===== src/rtl/exp5_mostra_sequencia_if.sv =====
// Bus between the playback unit and its environment (control unit, ROM, LEDs).
//   iniciar    : start playback (controller -> unit)
//   limite     : last ROM address to show, inclusive
//   dado_mem   : ROM data at endereco, one-hot LED pattern
//   endereco   : ROM address (unit -> ROM)
//   leds       : LED drive
//   mostrando  : playback in progress
//   fim_mostra : one-cycle completion pulse
//   db_estado  : state code for the debug display
//   abortar    : abort playback, only with MOSTRA_ABORTA_EN defined
// Optional feature macro: MOSTRA_ABORTA_EN.
interface exp5_mostra_sequencia_if;
  logic       iniciar;
  logic [3:0] limite;
  logic [3:0] dado_mem;
  logic [3:0] endereco;
  logic [3:0] leds;
  logic       mostrando;
  logic       fim_mostra;
  logic [3:0] db_estado;
`ifdef MOSTRA_ABORTA_EN
  logic       abortar;
`endif

  modport master (
`ifdef MOSTRA_ABORTA_EN
    output abortar,
`endif
    output iniciar, limite, dado_mem,
    input  endereco, leds, mostrando, fim_mostra, db_estado
  );

  modport slave (
`ifdef MOSTRA_ABORTA_EN
    input  abortar,
`endif
    input  iniciar, limite, dado_mem,
    output endereco, leds, mostrando, fim_mostra, db_estado
  );
endinterface


===== src/rtl/exp5_mostra_sequencia.sv =====
// Memory-game playback unit: walks the ROM from address 0 up to a latched
// limit and shows each entry on the LEDs for T_ACESO cycles followed by a
// T_APAGADO-cycle dark gap, then pulses fim_mostra for one cycle.
// Ports:
//   clock : system clock, rising edge
//   reset : asynchronous, active high
//   bus   : exp5_mostra_sequencia_if.slave (iniciar, limite, dado_mem in;
//           endereco, leds, mostrando, fim_mostra, db_estado out;
//           abortar in when MOSTRA_ABORTA_EN is defined)
// Optional feature macro: MOSTRA_ABORTA_EN (abort input).
module exp5_mostra_sequencia #(
  parameter int unsigned T_ACESO   = 50,
  parameter int unsigned T_APAGADO = 25
) (
  input  logic                    clock,
  input  logic                    reset,
  exp5_mostra_sequencia_if.slave  bus
);

  localparam int unsigned TIMER_W = 16;
  localparam logic [TIMER_W-1:0] ACESO_ULT   = TIMER_W'(T_ACESO - 1);
  localparam logic [TIMER_W-1:0] APAGADO_ULT = TIMER_W'(T_APAGADO - 1);

  typedef enum logic [3:0] {
    OCIOSO  = 4'h0,
    CARREGA = 4'h1,
    ACENDE  = 4'h2,
    APAGA   = 4'h3,
    PROXIMO = 4'h4,
    FIM     = 4'hF
  } estado_t;

  estado_t              estado;
  logic [3:0]           limite_reg;
  logic [3:0]           dado_reg;
  logic [TIMER_W-1:0]   timer;
  logic                 abortar_c;

`ifdef MOSTRA_ABORTA_EN
  assign abortar_c = bus.abortar;
`else
  assign abortar_c = 1'b0;
`endif

  // State register and registered outputs; db_estado/mostrando follow the
  // next state so they line up with the state they describe.
  always_ff @(posedge clock or posedge reset) begin
    if (reset) begin
      estado         <= OCIOSO;
      limite_reg     <= 4'd0;
      dado_reg       <= 4'd0;
      timer          <= '0;
      bus.endereco   <= 4'd0;
      bus.leds       <= 4'd0;
      bus.mostrando  <= 1'b0;
      bus.fim_mostra <= 1'b0;
      bus.db_estado  <= 4'h0;
    end else begin
      bus.fim_mostra <= 1'b0;
      if (abortar_c && (estado != OCIOSO) && (estado != FIM)) begin
        // Abort wins over every other transition; no completion pulse.
        estado        <= OCIOSO;
        timer         <= '0;
        bus.endereco  <= 4'd0;
        bus.leds      <= 4'd0;
        bus.mostrando <= 1'b0;
        bus.db_estado <= OCIOSO;
      end else begin
        case (estado)
          OCIOSO: begin
            bus.db_estado <= OCIOSO;
            if (bus.iniciar) begin
              estado        <= CARREGA;
              bus.endereco  <= 4'd0;
              limite_reg    <= bus.limite;
              bus.mostrando <= 1'b1;
              bus.db_estado <= CARREGA;
            end
          end
          CARREGA: begin
            // leds loads straight from the ROM so the pattern is visible
            // from the first ACENDE cycle; dado_reg keeps it afterwards.
            dado_reg      <= bus.dado_mem;
            bus.leds      <= bus.dado_mem;
            timer         <= '0;
            estado        <= ACENDE;
            bus.db_estado <= ACENDE;
          end
          ACENDE: begin
            if (timer == ACESO_ULT) begin
              timer         <= '0;
              bus.leds      <= 4'd0;
              estado        <= APAGA;
              bus.db_estado <= APAGA;
            end else begin
              timer    <= timer + TIMER_W'(1);
              bus.leds <= dado_reg;
            end
          end
          APAGA: begin
            bus.leds <= 4'd0;
            if (timer == APAGADO_ULT) begin
              timer <= '0;
              if (bus.endereco == limite_reg) begin
                estado         <= FIM;
                bus.fim_mostra <= 1'b1;
                bus.db_estado  <= FIM;
              end else begin
                estado        <= PROXIMO;
                bus.db_estado <= PROXIMO;
              end
            end else begin
              timer <= timer + TIMER_W'(1);
            end
          end
          PROXIMO: begin
            bus.endereco  <= bus.endereco + 4'd1;
            estado        <= CARREGA;
            bus.db_estado <= CARREGA;
          end
          FIM: begin
            // endereco keeps the last address shown.
            estado        <= OCIOSO;
            bus.mostrando <= 1'b0;
            bus.db_estado <= OCIOSO;
          end
          default: begin
            // Illegal code: recover to idle and flag it on the display.
            estado        <= OCIOSO;
            timer         <= '0;
            bus.leds      <= 4'd0;
            bus.mostrando <= 1'b0;
            bus.db_estado <= 4'hE;
          end
        endcase
      end
    end
  end

endmodule


===== src/flat_wrapper.sv =====
// flat-port wrapper written by rule: the top's interface ports become plain ports
module exp5_mostra_sequencia_flat 
#(
  parameter int unsigned T_ACESO   = 50,
  parameter int unsigned T_APAGADO = 25
)
  (clock, reset, bus_iniciar, bus_limite, bus_dado_mem, bus_endereco, bus_leds, bus_mostrando, bus_fim_mostra, bus_db_estado);
  exp5_mostra_sequencia_if bus_i ();
  input  logic clock;
  input  logic reset;
  input wire logic [$bits(bus_i.iniciar)-1:0] bus_iniciar;
  input wire logic [$bits(bus_i.limite)-1:0] bus_limite;
  input wire logic [$bits(bus_i.dado_mem)-1:0] bus_dado_mem;
  output wire logic [$bits(bus_i.endereco)-1:0] bus_endereco;
  output wire logic [$bits(bus_i.leds)-1:0] bus_leds;
  output wire logic [$bits(bus_i.mostrando)-1:0] bus_mostrando;
  output wire logic [$bits(bus_i.fim_mostra)-1:0] bus_fim_mostra;
  output wire logic [$bits(bus_i.db_estado)-1:0] bus_db_estado;
  assign bus_i.iniciar = bus_iniciar;
  assign bus_i.limite = bus_limite;
  assign bus_i.dado_mem = bus_dado_mem;
  assign bus_endereco = bus_i.endereco;
  assign bus_leds = bus_i.leds;
  assign bus_mostrando = bus_i.mostrando;
  assign bus_fim_mostra = bus_i.fim_mostra;
  assign bus_db_estado = bus_i.db_estado;
  exp5_mostra_sequencia #(.T_ACESO(T_ACESO), .T_APAGADO(T_APAGADO)) u_core (.clock(clock), .reset(reset), .bus(bus_i));
endmodule

===== config.mk =====
export PLATFORM = sky130hd
export DESIGN_NAME = exp5_mostra_sequencia_flat
export DESIGN_NICKNAME = d
export VERILOG_FILES = /design/src/rtl/exp5_mostra_sequencia_if.sv /design/src/rtl/exp5_mostra_sequencia.sv /design/src/flat_wrapper.sv
export SDC_FILE = /design/constraint.sdc
export NUM_CORES = 1
export LEC_CHECK = 0
export CORE_MARGIN = 3
export CORE_UTILIZATION = 62
export DETAILED_ROUTE_END_ITERATION = 10
export DONT_BUFFER_PORTS = 1
export PLACE_DENSITY = 0.84
export SETUP_SLACK_MARGIN = 0.1
export SYNTH_ARGS = -nofsm -noshare
export SYNTH_HDL_FRONTEND = slang
export SYNTH_SLANG_ARGS = --single-unit

===== constraint.sdc =====
create_clock -name clock -period 2.2 [get_ports clock]
set_clock_uncertainty 0.2 [all_clocks]
set_input_delay 0.22 -clock clock [delete_from_list [all_inputs] [get_ports clock]]
set_output_delay 0.22 -clock clock [all_outputs]
set_load 0.03 [all_outputs]

; Word level (Yosys, flattened, before mapping)
; Cells that the tools add are included.
; Widths: inputs -> output; s select.
[totals]
out_inout_bits = 14
elab_cells = 51
input_bits = 11
register_bits = 42
[op_classes]
reduce_logical = 9
eq_ne = 11
add_sub_neg = 2
n_mux = 19
n_bitwise = 1
[ops]
columns = cell, count
row1 = $pmux 16 s3, 1
row2 = $mux 16, 2
row3 = $mux 4, 6
row4 = $pmux 4 s6, 1
row5 = $pmux 4 s5, 1
row6 = $add 16x1->16 const B, 1
row7 = $eq 16x5->1 const B, 1
row8 = $eq 16x6->1 const B, 1
row9 = $pmux 4 s3, 1
row10 = $eq 4x2->1 const B, 2
row11 = $pmux 4 s2, 1
row12 = $reduce_and 2->1, 4
row13 = $mux 1, 5
row14 = $add 4x1->4 const B, 1
row15 = $eq 4x1->1 const B, 1
row16 = $eq 4x3->1 const B, 1
row17 = $eq 4x4->1, 1
row18 = $eq 4x4->1 const B, 1
row19 = $logic_not 4->1, 1
row20 = $ne 2x1->1 const B, 2
row21 = $reduce_or 4->1, 1
row22 = $reduce_and 3->1, 1
row23 = $reduce_or 3->1, 1
row24 = $ne 2x2->1 const B, 1
row25 = other kinds (3), 3

; Longest topological paths before layout
[depth]
depth_word = 4
depth_mapped = 8
mapped_depth_nobuf = 7

; Worst setup path before layout
; OpenSTA, ideal clock, no wires.
[synth_timing]
kind = register to register
from = reg u_core.timer[0]
to = reg u_core.timer[3]
arrival_time_ps = 1684
t_required_ps = 1931
setup_time_ps = 69
path_buffers = 1
period_less_slack_ps = 1953
path_slack_ps = 247
path_stages_with_launch = 8
cell_sequence = dfrtp_1 -> ha_1 -> and4b_1 -> and4_4 -> a2bb2oi_4 -> buf_6 -> or3_1 -> nand3_1
[synth_between]
elab_chain_len = 3
elab_cells_between_ends = 6
cone_classes = 1 x add/sub / 2 x eq/ne / 3 x mux
[synth_lines]
columns = element, line
row1 = from (decl), exp5_mostra_sequencia.sv:36  ; logic [TIMER_W-1:0] timer;
row2 = from (signal assigned), exp5_mostra_sequencia.sv:96  ; timer <= timer + TIMER_W'(1);
row3 = from (signal assigned), exp5_mostra_sequencia.sv:113  ; timer <= timer + TIMER_W'(1);
row4 = $add 16x1->16 (tied with other cells), "exp5_mostra_sequencia.sv:96, exp5_mostra_sequencia.sv:113"
row5 = "$mux 16, on equally long branches", "exp5_mostra_sequencia.sv:102, exp5_mostra_sequencia.sv:90"
row6 = $pmux 16 s3 *, exp5_mostra_sequencia.sv:69  ; case (estado)
; Mark *: on every way between the ends. The rest lies on a longest branch, timed or not.
; A chain may end at the register's enable or synchronous reset.

; Worst setup path after layout
[layout_timing]
from = reg u_core.timer[14]
to = reg u_core.bus.leds[1]
[layout_between]
elab_chain_len = 3
[layout_lines]
columns = element, line
row1 = $eq 16x6->1, exp5_mostra_sequencia.sv:90  ; if (timer == ACESO_ULT) begin
row2 = $mux 4, exp5_mostra_sequencia.sv:90
row3 = $pmux 4 s3, exp5_mostra_sequencia.sv:69
row4 = to (signal assigned), exp5_mostra_sequencia.sv:84  ; bus.leds <= bus.dado_mem;
row5 = to (signal assigned), exp5_mostra_sequencia.sv:97  ; bus.leds <= dado_reg;
row6 = to (decl), exp5_mostra_sequencia_if.sv:38  ; output endereco, leds, mostrando, fim_mostra, db_estado
; No other way between the ends.

==> flow_summary.yaml <==
status:
  status: "complete, no violations"
routing:
  post_drt_wl_per_cell_microns: 19.7
  wl_microns: 5780
  remaining_drc_errors: 0
  viasPerCell: 6.66
  vias: 1957
  ant_nets: 0
  drt_iter0_drc: 241
  detail_route.first_pass.iterations: 7
placement:
  gp_congestion: 0.878
  pre_cts_ws_ns: -0.0158
  dp_hpwl_microns: 3360
  place_inst: 267
  io_buffers: 0
clock_tree:
  h-tree-depth: 2
  clock_sinks: 42
  cts_tree: "built"
  path_clk_slew_ns: 0.14
  cts_root_buffer: "clkbuf_4"
  cts_made_buffers: 5
  clk_latency_ns: 0.38
  clockBufferDepth: 2
floorplan:
  die_height_microns: 65.3
  rows: 20
  dieArea_sq_mm: 0.00427
  dieWidth_microns: 65.3
  start_util_pct: 68.2
  io_pins: 25
  core_area_sq_mm: 0.00320
sta:
  setup_viol: 0
  setup_slack_ns: 0.125
  fmax_ghz: 0.482
  fin_tns_setup_ns: 0
  holdWs_ns: 0.0494
  relSlewSlack_pct: 44.6
  fin_crit_ns: 2.08
  worst_slew_pin_slew_ns: 0.826
  min_period_over_period_pct: 94.3
  rsz0062_at_grt: "yes"
  hold_viol: 0
  drv_slew: 0
synth:
  synth_fa_ha_area_share_pct: 2.29
  async_reset_ff_share_pct: 100
  ys_seq_area_share_pct: 48.1
  synth_top_family_by_area: "simple AND/OR/NAND/NOR gates"
  yosysWarnings: 0
  synthCells: 217
  synth_nets: 232
  synth_xor_area_share_pct: 1.60
  syn_area_sq_mm: 0.00218
  ys_seq_elements: 42
  ys.flop_type: "dfrtp_1"
  synth-compound-area-share_pct: 18.1
  muxShareOfSynthArea_pct: 4.13
  syn-mean-instance-area_sq_um: 10.1
  synth.distinct_cells: 45
  synth-edff-count: 0
  synthSimpleGateAreaFrac_pct: 21.0
finish:
  drive_above_1_share_pct: 26.0
  regMostFlops: "u_core.timer"
  finalNonFillerCells: 294
  layout.nets: 264
  final_common_cell: "dfrtp_1"
  syn_to_final_growth_pct: 19.4
  mostFrequentLayoutCells: "38 x dfrtp_1, 23 x buf_4, 18 x nor2_1, 18 x nand2_1, 14 x o21ai_0"
  diodes: 0
  largest_reg_flops: 16
global_route:
  antenna_found_initial: 0
  grt.busiest_layer: "met2"
  grt_pass1_wl_microns: 9290
  use_met3_pct: 5.81
  grt_pass1_vias: 1930
  grt_usage_pct: 28.9
  grt_util_met1_pct: 33.7
  use_met2_pct: 51.6
  grt_max_degree: 43
  grt_overflow: 0
setup_path:
  worstPathArrival_ns: 2.15
  critPathMaxStageDelay_ns: 0.47
  path_cells: "nor4_4 > and4_4 > nor2_1 > a222oi_1 > inv_1"
  critical_path_class: "flop to flop"
  crit_fanout: 5
  cp_data_required_time_ns: 2.28
  cp_slowest_cell: "a222oi_1"
  cp-end-kind: "flop"
  worstSetupStartpointType: "flop"
job:
  maxCapViolCount: 0
power:
  p_leak_uw: 0.00116
  powerDensity_mw_per_mm2: 516
  ir_drop_v: 0.000420
min_path:
  hp-class: "input port to flop"
[stage by stage]
step	cell area, sq um	power [uW]	util, %
after floorplan	2180	825	-
after global placement	2300	830	71.7
after detailed placement	2300	833	71.7
after CTS	2510	1340	78.5
after global routing	2610	1370	81.4
final	2610	1340	81.4
[synthesized netlist by cell type (all sizes together), types with 2 or more instances]
library cell,n,share of area (%)
a21o,5,1.7
a21oi,10,2.3
a222oi,4,1.8
a22o,2,0.80
a31oi,9,2.6
and4b,2,0.92
buf,8,2.3
dfrtp,42,48
ha,4,2.3
inv,13,2.2
mux2,8,4.1
nand2,18,3.1
nand2b,2,0.57
nand3,11,2.5
nand3b,2,0.86
nand4,4,1.4
nor2,20,3.6
nor3,6,1.6
nor3b,2,0.69
nor4,4,2.5
o21ai,18,4.3
o31ai,3,1.0
or3,4,1.1
xor2,4,1.6
[metal layers]
layer  part of all wire [%]  vias up
met3                    7.6       22
met5                      0        -
li1                       -      858
met2                     53      107
met1                     36      970
met4                    2.7        0
[timing repair]
item / CTS / global route
buffers inserted: 4 / 6
gates resized for setup: 3 / 14
endpoints found under the setup margin: 14 / 17
pin swaps: 1 / 9
hold buffers: 9 / 0
hold endpoints to repair: 54 / 0
[kinds of logic (layout without fill, tap and decap cells)]
kind of cell    Yosys count  count (layout)
compound gates           57              57
xor+xnor                  4               4
fa+ha+maj                 4               4
buf+inv                  22              55
flops                    42              42
mux                       8               8
simple gates             80              80
[final timing paths]
check                                  endpoint  cells after the start               start  slack (ns)
min in group asynchronous  u_core.limite_reg[0]                      3               reset        0.22
setup / recovery             u_core.bus.leds[1]                      5    u_core.timer[14]        0.12
hold reg to reg              u_core.dado_reg[3]                      1  u_core.dado_reg[3]        0.33
hold / removal             u_core.bus.mostrando                      4         bus_iniciar        0.05
max in group asynchronous      u_core.timer[14]                      3               reset        1.17
setup reg to reg             u_core.bus.leds[1]                      5    u_core.timer[14]        0.12
[worst max-delay path: cells and delay by family, from the launching register on]
kind                   cells  cell delay, ns
AOI/OAI and AO/OA          1            0.47
buffers and inverters      1            0.09
DFF                        1            0.46
and+or+nand+nor            3            0.77
[report_power, final]
part | internal, uW | total, uW | switching [uW]
Combinational | 18.4 | 40.9 | 22.4
Sequential | 779 | 792 | 13.3
Clock | 238 | 511 | 273
[area by class of cell]
type / count / area [sq um]
fill: 191 / 597
clock inverter: 3 / 45.0
inverter: 13 / 48.8
sequential: 42 / 1060
multi-input combinational: 153 / 1080
clock buffer: 5 / 37.5
tap: 44 / 55.1
timing repair buffer: 34 / 285
Note: power is estimated with default switching activity, not from simulation.
